==> src/rtl/mux_select_arbiter_pkg.sv <==
// Purpose: shared types and constants for the 8:1 bit-select arbiter.
// Latency: n/a (declarations only).
// Backpressure: n/a (declarations only).
package mux_select_arbiter_pkg;

  // Number of requesters sharing the bit-select path.
  localparam int NUM_REQ = 8;

  // Width of the selector / pointer.
  localparam int SEL_W = 3;

  // Width of the hold counter.
  localparam int HOLD_W = 8;

  // Default maximum consecutive ownership cycles (legal range 2..255).
  localparam int DEFAULT_MAX_HOLD = 16;

  // Arbiter states.
  typedef enum logic [1:0] {
    ST_IDLE       = 2'd0,
    ST_OWNED      = 2'd1,
    ST_TURNAROUND = 2'd2
  } state_e;

  // One-hot decode of a requester index.
  function automatic logic [NUM_REQ-1:0] idx_to_onehot(input logic [SEL_W-1:0] idx);
    logic [NUM_REQ-1:0] oh;
    oh = '0;
    oh[idx] = 1'b1;
    return oh;
  endfunction

endpackage

==> src/rtl/mux_select_arbiter_rr_priority_pick.sv <==
// Purpose: wrapped priority search -- first set request bit at or above pointer, wrapping 7->0.
// Latency: combinational, zero cycles.
// Backpressure: none; pure function of request and pointer.
module rr_priority_pick
  import mux_select_arbiter_pkg::*;
(
  input  logic [NUM_REQ-1:0] request,
  input  logic [SEL_W-1:0]   pointer,
  output logic               found,
  output logic [SEL_W-1:0]   index
);

  logic [SEL_W-1:0] w_probe;

  // Scan offsets from farthest to nearest so the nearest set bit is the last one written.
  always_comb begin
    found   = 1'b0;
    index   = '0;
    w_probe = '0;
    for (int k = NUM_REQ - 1; k >= 0; k--) begin
      w_probe = pointer + SEL_W'(k);
      if (request[w_probe]) begin
        found = 1'b1;
        index = w_probe;
      end
    end
  end

endmodule

==> src/rtl/mux_select_arbiter.sv <==
// Purpose: round-robin owner arbitration for a shared 8:1 bit-select path with a hold limit.
// Latency: grant registered 1 cycle after request is sampled in IDLE; release costs TURNAROUND + IDLE.
// Backpressure: none; an owner keeps the path until it drops request or hits MAX_HOLD.
module mux_select_arbiter
#(
  parameter int MAX_HOLD = mux_select_arbiter_pkg::DEFAULT_MAX_HOLD
)
(
  input  logic       clk,
  input  logic       reset_n,
  input  logic [7:0] request,
  output logic [7:0] grant,
  output logic       grant_valid,
  output logic [2:0] selector,
  output logic       timeout
);

  import mux_select_arbiter_pkg::*;

  // Last hold_count value an owner may reach before being forced off.
  localparam logic [HOLD_W-1:0] HOLD_LAST = HOLD_W'(MAX_HOLD - 1);

  state_e              r_state;
  logic [NUM_REQ-1:0]  r_grant;
  logic                r_grant_valid;
  logic [SEL_W-1:0]    r_selector;
  logic                r_timeout;
  logic [SEL_W-1:0]    r_pointer;
  logic [HOLD_W-1:0]   r_hold_count;

  logic                w_found;
  logic [SEL_W-1:0]    w_index;
  logic                w_owner_req;

  // Wrapped search starting at the round-robin pointer.
  rr_priority_pick u_pick (
    .request (request),
    .pointer (r_pointer),
    .found   (w_found),
    .index   (w_index)
  );

  // Current owner is still asking for the path; selector always names the owner while OWNED.
  assign w_owner_req = request[r_selector];

  // Arbiter FSM; every output is a register so grant and selector always change together.
  always_ff @(posedge clk or negedge reset_n) begin
    if (!reset_n) begin
      r_state       <= ST_IDLE;
      r_grant       <= '0;
      r_grant_valid <= 1'b0;
      r_selector    <= '0;
      r_timeout     <= 1'b0;
      r_pointer     <= '0;
      r_hold_count  <= '0;
    end else begin
      // timeout is a single-cycle pulse unless re-armed below.
      r_timeout <= 1'b0;
      case (r_state)
        ST_IDLE: begin
          if (w_found) begin
            r_grant       <= idx_to_onehot(w_index);
            r_grant_valid <= 1'b1;
            r_selector    <= w_index;
            r_pointer     <= w_index + SEL_W'(1);
            r_hold_count  <= '0;
            r_state       <= ST_OWNED;
          end
        end
        ST_OWNED: begin
          if (!w_owner_req) begin
            // Voluntary release wins even on the last allowed cycle.
            r_grant       <= '0;
            r_grant_valid <= 1'b0;
            r_state       <= ST_TURNAROUND;
          end else if (r_hold_count == HOLD_LAST) begin
            // Hold limit reached with request still high: force the owner off.
            r_grant       <= '0;
            r_grant_valid <= 1'b0;
            r_timeout     <= 1'b1;
            r_state       <= ST_TURNAROUND;
          end else begin
            r_hold_count  <= r_hold_count + HOLD_W'(1);
          end
        end
        ST_TURNAROUND: begin
          // One dead cycle; request is not looked at here. Selector keeps its value.
          r_state <= ST_IDLE;
        end
        default: begin
          r_grant       <= '0;
          r_grant_valid <= 1'b0;
          r_state       <= ST_IDLE;
        end
      endcase
    end
  end

  assign grant       = r_grant;
  assign grant_valid = r_grant_valid;
  assign selector    = r_selector;
  assign timeout     = r_timeout;

endmodule

==> config.mk <==
export PLATFORM = sky130hd
export DESIGN_NAME = mux_select_arbiter
export DESIGN_NICKNAME = d
export VERILOG_FILES = /design/src/rtl/mux_select_arbiter_pkg.sv /design/src/rtl/mux_select_arbiter_rr_priority_pick.sv /design/src/rtl/mux_select_arbiter.sv
export SDC_FILE = /design/constraint.sdc
export NUM_CORES = 1
export LEC_CHECK = 0
export BUFFER_PORTS_ARGS = -buffer_cell sky130_fd_sc_hd__buf_4
export CORE_AREA = 4 4 69 71
export DETAILED_ROUTE_END_ITERATION = 10
export DIE_AREA = 0 0 73 75
export PLACE_DENSITY = 0.74
export RECOVER_POWER = 50
export SYNTH_ARGS = -nofsm -noshare
export SYNTH_HDL_FRONTEND = slang
export SYNTH_SLANG_ARGS = --single-unit
==> constraint.sdc <==
create_clock -name clk -period 3.2 [get_ports clk]
set_input_delay 0 -clock clk [delete_from_list [all_inputs] [get_ports clk]]
set_output_delay 0 -clock clk [all_outputs]
set_load 0.03 [all_outputs]
Word-level counts from Yosys, hierarchy flattened
Index checks and enable logic that the tools add are counted.
- $add $sub $neg: 9
- magnitude comparators: 11
- equal/unequal tests: 7
- mux-type cells: 55
- bitwise logic cells: 1
- reductions and logical operators: 7
- operators with widths (operator ; number):
    8-bit 2-to-1 mux ; 6
    3-bit by 4-bit < comparator with 1-bit output, second input constant ; 10
    1-bit binary-select mux with 3-bit select ; 9
    1-bit 2-to-1 mux ; 24
    3-bit 2-to-1 mux ; 8
    8-bit case mux with 3 select lines ; 1
    8-bit case mux with 2 select lines ; 1
    3-bit adder, second input constant ; 4
    8-bit by 1-bit adder with 8-bit output, second input constant ; 1
    8-bit by 4-bit equality test with 1-bit output, second input constant ; 1
    3-bit by 1-bit adder with 3-bit output, second input constant ; 2
    3-bit by 2-bit adder with 3-bit output, second input constant ; 2
    2-bit 2-to-1 mux ; 3
    2-bit inequality test, second input constant ; 2
    2-bit case mux with 2 select lines ; 1
    2-bit AND reduction ; 2
    4-bit AND reduction ; 1
    1-bit demux with 3-bit select ; 1
    3-bit by 1-bit >= comparator with 1-bit output, second input constant ; 1
    3-bit inequality test, second input constant ; 1
    1-bit case mux with 3 select lines ; 1
    3-bit AND reduction ; 1
    2-bit by 1-bit equality test with 1-bit output, second input constant ; 1
    2-bit equality test, second input constant ; 1
    5 further kinds ; 5
- flip-flop bits (word level): 26
- input port bits: 10
- output and inout bits: 13
- logic and storage cells: 97

Longest topological paths before layout
- depth in word-level cells: 17
- mapped depth: 12
- mapped depth without buffers: 9

By module
A second synthesis with hierarchy kept.
- cell total of the unflattened synthesis: 216
- area total of the unflattened synthesis: 2039.5 um2
- modules (own cells, without submodules) (module ; times used ; cells each ; area an instance (um2) ; seq. area each (um2)):
    mux_select_arbiter ; 1 ; 126 ; 1257.5 ; 650.6
    rr_priority_pick ; 1 ; 90 ; 782.0 ; 0.0

Worst setup path before layout
No wires, ideal clock.
- path kind: flip-flop to flip-flop
- start: register r_pointer[0]
- end: register r_pointer[1]
- setup time: 0.066 ns
- arrival: 3.298 ns
- required time: 3.134 ns
- path slack: -0.164 ns
- stages on the path, launching flop included: 12
- path buffers: 2
- period minus slack after synthesis: 3.364 ns
- path through: dfrtp_1 -> buf_6 -> clkbuf_1 -> inv_1 -> ha_1 -> xnor2_1 -> mux4_2 -> o21ai_1 -> a2111oi_1 -> or4_4 -> a2111oi_4 -> a221o_1
- word-level cells in the longest chain between the ends: 12
- elaborated cells between the ends (all ways): 41
- classes of those cells: add/sub (8); mux (32); reduce/logical (1)
- ends and longest elaborated chain (item ; RTL line ; RTL):
    from (decl) ; mux_select_arbiter.sv:28 ; logic [SEL_W-1:0] r_pointer;
    from (signal assigned) ; mux_select_arbiter.sv:65 ; r_pointer <= w_index + SEL_W'(1);
    3-bit adder ; mux_select_arbiter_rr_priority_pick.sv:21 ; w_probe = pointer + SEL_W'(k);
    1-bit binary-select mux with 3-bit select ; mux_select_arbiter_rr_priority_pick.sv:22 ; if (request[w_probe]) begin
    1-bit 2-to-1 mux (not written as such) ; mux_select_arbiter_rr_priority_pick.sv:22 ;
    3-bit 2-to-1 mux / 1-bit 2-to-1 mux (equally long branches) (8 in series) ; mux_select_arbiter_rr_priority_pick.sv:22 ;
    3-bit by 1-bit adder with 3-bit output / 2-bit AND reduction (equally long branches) ; - ;
Several ways; a longest one is shown, not always the timed one. The select of a mux whose other input is x is not followed.
A chain may end at the register's enable or synchronous reset.

Final worst setup path
- start: register r_pointer[1]
- end: register r_pointer[1]
Same word-level chain as after synthesis.

==> results.sh <==
export IMPL_global_placer_s_final_weighted_congestion=0.860
export IMPL_grt_use_met3_pct=3.60
export IMPL_cts_path_max_buffers=2
export IMPL_clk_transition_reported_paths_ps=90
export IMPL_grt_antenna_before_repair=0
export IMPL_criticalPathCategory="reg -> reg"
export IMPL_grt_first_pass_wirelength_um=8370
export IMPL_area_growth_pct=15.9
export IMPL_synthesis_area_um2=2150
export IMPL_cts_num_sinks=26
export IMPL_fmax_mhz=334
export IMPL_synth_fp_nets=221
export IMPL_dp_final_hpwl_um=3760
export IMPL_clock_tree_htree_level_count=1
export IMPL_number_of_synthesis_warnings=0
export IMPL_fp_row_count=24
export IMPL_finClkSkew_ps=6.80
export IMPL_average_routed_wire_per_standard_cell_um=17.2
export IMPL_layout_cells_most_common_list="sky130_fd_sc_hd__dfrtp_1, sky130_fd_sc_hd__buf_4, sky130_fd_sc_hd__nand2_1"
export IMPL_maxCapViolCount=0
export IMPL_post_synthesis_compound_gate_area_fraction_pct=21.1
export IMPL_die_area_um2=5480
export IMPL_number_of_optimization_iterations_in_the_first_detailed_route_pass=4
export IMPL_die_h_um=75
export IMPL_crit_reg2reg_capture="r_pointer[1]"
export IMPL_number_of_global_route_vias_before_repair=1648
export IMPL_crit_arrival_ps=3150
export IMPL_synth_lib_cells_used_distinct=63
export IMPL_crit_reg2reg_launch="r_pointer[1]"
export IMPL_synthesis_instances=208
export IMPL_cts_setup_buffers=0
export IMPL_hold_violations=0
export IMPL_tns_ps=0
export IMPL_cp_startpoint="r_pointer[1]"
export IMPL_slew_at_the_pin_with_the_worst_max_slew_slack_ps=1360
export IMPL_grt_start_max_net_pins=27
export IMPL_worstPathRequired_ps=3360
export IMPL_cts_bufs_inserted=3
export IMPL_path_max_fanout=7
export IMPL_ys_flop_type="sky130_fd_sc_hd__dfrtp_1"
export IMPL_cts_root_buffer_cell="sky130_fd_sc_hd__clkbuf_8"
export IMPL_postRouteWirelength_um=4970
export IMPL_endpoint="r_pointer[1]"
export IMPL_floorplan_core_area_um2=4230
export IMPL_synth_edf_count=0
export IMPL_global_route_usage_total_pct=19.4
export IMPL_number_of_antenna_cells_inserted=0
export IMPL_post_route_min_period_ps=3000
export IMPL_outcome="finished, final reports clean"
export IMPL_via_per_inst=6.27
export IMPL_globalRoute_totalOverflow=0
export IMPL_insertion_delay_ps=270
export IMPL_synth_top_family_by_area="multiplexers"
export IMPL_netlist_top_cell_by_area="sky130_fd_sc_hd__dfrtp_1"
export IMPL_type_of_the_tightest_min_delay_check="in -> reg"
export IMPL_syn_area_per_cell_um2=10.3
export IMPL_ys_ff_latch=26
export IMPL_timing_final_setup_violations=0
export IMPL_synthTopCellsByArea="sky130_fd_sc_hd__dfrtp_1, sky130_fd_sc_hd__mux4_2, sky130_fd_sc_hd__mux2_2"
export IMPL_global_routing_usage_on_met1_pct=30.6
export IMPL_setup_slack_of_the_worst_register_to_register_path_ps=200
export IMPL_grt_util_met2_pct=28.0
export IMPL_pin_count=23
export IMPL_grt_most_used_layer="met1"
export IMPL_proportion_of_synthesized_flip_flops_having_asynchronous_set_or_reset_pct=100
export IMPL_critPathCaptureType="register"
export IMPL_synth_top_area_share_pct=30.3
export IMPL_layout_cells_most_common="sky130_fd_sc_hd__dfrtp_1"
export IMPL_synthXorXnorAreaFrac_pct=3.66
export IMPL_final_stage_net_count=251
export IMPL_post_synth_adder_cell_area_pct=1.75
export IMPL_number_of_drc_violations_after_detailed_routing=0
export IMPL_antenna_left=0
export IMPL_worstRegToRegCells=8
export IMPL_instances_no_fill=289
export IMPL_seq_area_frac_synth_pct=30.3
export IMPL_io_buffers=22
export IMPL_cts_tree="done"
export IMPL_timing_slew_headroom_pct=9.59
export IMPL_die_width_um=73
export IMPL_post_synth_mux_area_share_pct=21.8
export IMPL_place_inst=284
export IMPL_synth_simple_area_share_pct=17.1
export IMPL_dr_total_vias=1813
export IMPL_timing_max_transition_violations_final=0
export IMPL_finalCritPeriodShare_pct=93.6
export IMPL_drt_first_iter_violations=149
export IMPL_drive_above_1_share_pct=27.0
export IMPL_crit_path_start_kind="register"
export IMPL_rsz0062_at_grt="false"
export IMPL_start_util_pct=50.8
area by class of cell:
type                       instances  area (µm²)
multi-input combinational        160        1450
tap                               52        65.1
fill                             343        1740
timing repair buffer              33         224
inverter                          14        52.6
clock buffer                       4        55.1
sequential                        26         651
critical path: stages (launching register included):
cell	delay, ps
sky130_fd_sc_hd__dfrtp_1	380
sky130_fd_sc_hd__inv_1	90
sky130_fd_sc_hd__ha_2	410
sky130_fd_sc_hd__mux4_2	530
sky130_fd_sc_hd__or4_1	470
sky130_fd_sc_hd__nor4_4	240
sky130_fd_sc_hd__nor3_1	180
sky130_fd_sc_hd__o41a_1	210
sky130_fd_sc_hd__a221o_1	370
what timing repair did:
action | 4_1_cts | 5_1_grt
hold buffers | 1 | 0
endpoints found under the setup margin | 0 | 10
hold endpoints to repair | 26 | 0
gates resized for setup | 0 | 4
metal layers:
layer / vias up / wire length [µm]
met5: - / 0
met4: 0 / 36
li1: 873 / -
met1: 887 / 2360
met3: 4 / 247
met2: 49 / 2320
registers in the layout, indices dropped and copies added, names as in the netlist:
name,cells
grant,8
grant_valid,1
r_hold_count,8
r_pointer,3
r_state,2
selector,3
timeout,1
cells in the mapped netlist, types with 6 or more instances:
cell	number
sky130_fd_sc_hd__nand2_1	16
sky130_fd_sc_hd__and2_1	6
sky130_fd_sc_hd__nor2_1	14
sky130_fd_sc_hd__mux4_2	13
sky130_fd_sc_hd__o21ai_0	7
sky130_fd_sc_hd__dfrtp_1	26
sky130_fd_sc_hd__nand4_1	6
sky130_fd_sc_hd__inv_1	14
sky130_fd_sc_hd__xor2_1	6
sky130_fd_sc_hd__mux2i_1	6
sky130_fd_sc_hd__mux2_2	6
logic make-up (layout without fill, tap and decap cells):
family | count (synthesis) | in the layout
and+or+nand+nor | 66 | 66
AOI/OAI and AO/OA | 55 | 55
muxes | 27 | 27
DFF | 26 | 26
buffers and inverters | 22 | 51
xor gates and xnor gates | 9 | 9
adders and majority gates | 3 | 3
worst min path at each step:
stage,slack [ps],endpoint,start,depth (start not counted)
finish,490,r_state[1],request[0],5
global route,520,timeout,request[4],4
CTS,170,grant[6],reset_n,2
detailed placement,-80,grant[7],reset_n,1
global placement,-80,grant[4],reset_n,1
floorplan,-300,grant[0],reset_n,0
per-stage QoR:
stage	utilization [%]	hold slack, ps	setup WS (ps)	cell area (µm²)
finish	58.9	491	205	2490
global route	58.9	522	26.1	2490
CTS	59.0	165	85.6	2500
detailed placement	57.4	-76.2	109	2430
global placement	57.4	-81.1	184	2430
floorplan	-	-296	4.34	2170
Power is not shown: default switching activity piles up to over one toggle a cycle in this logic, so the estimate is an artifact.
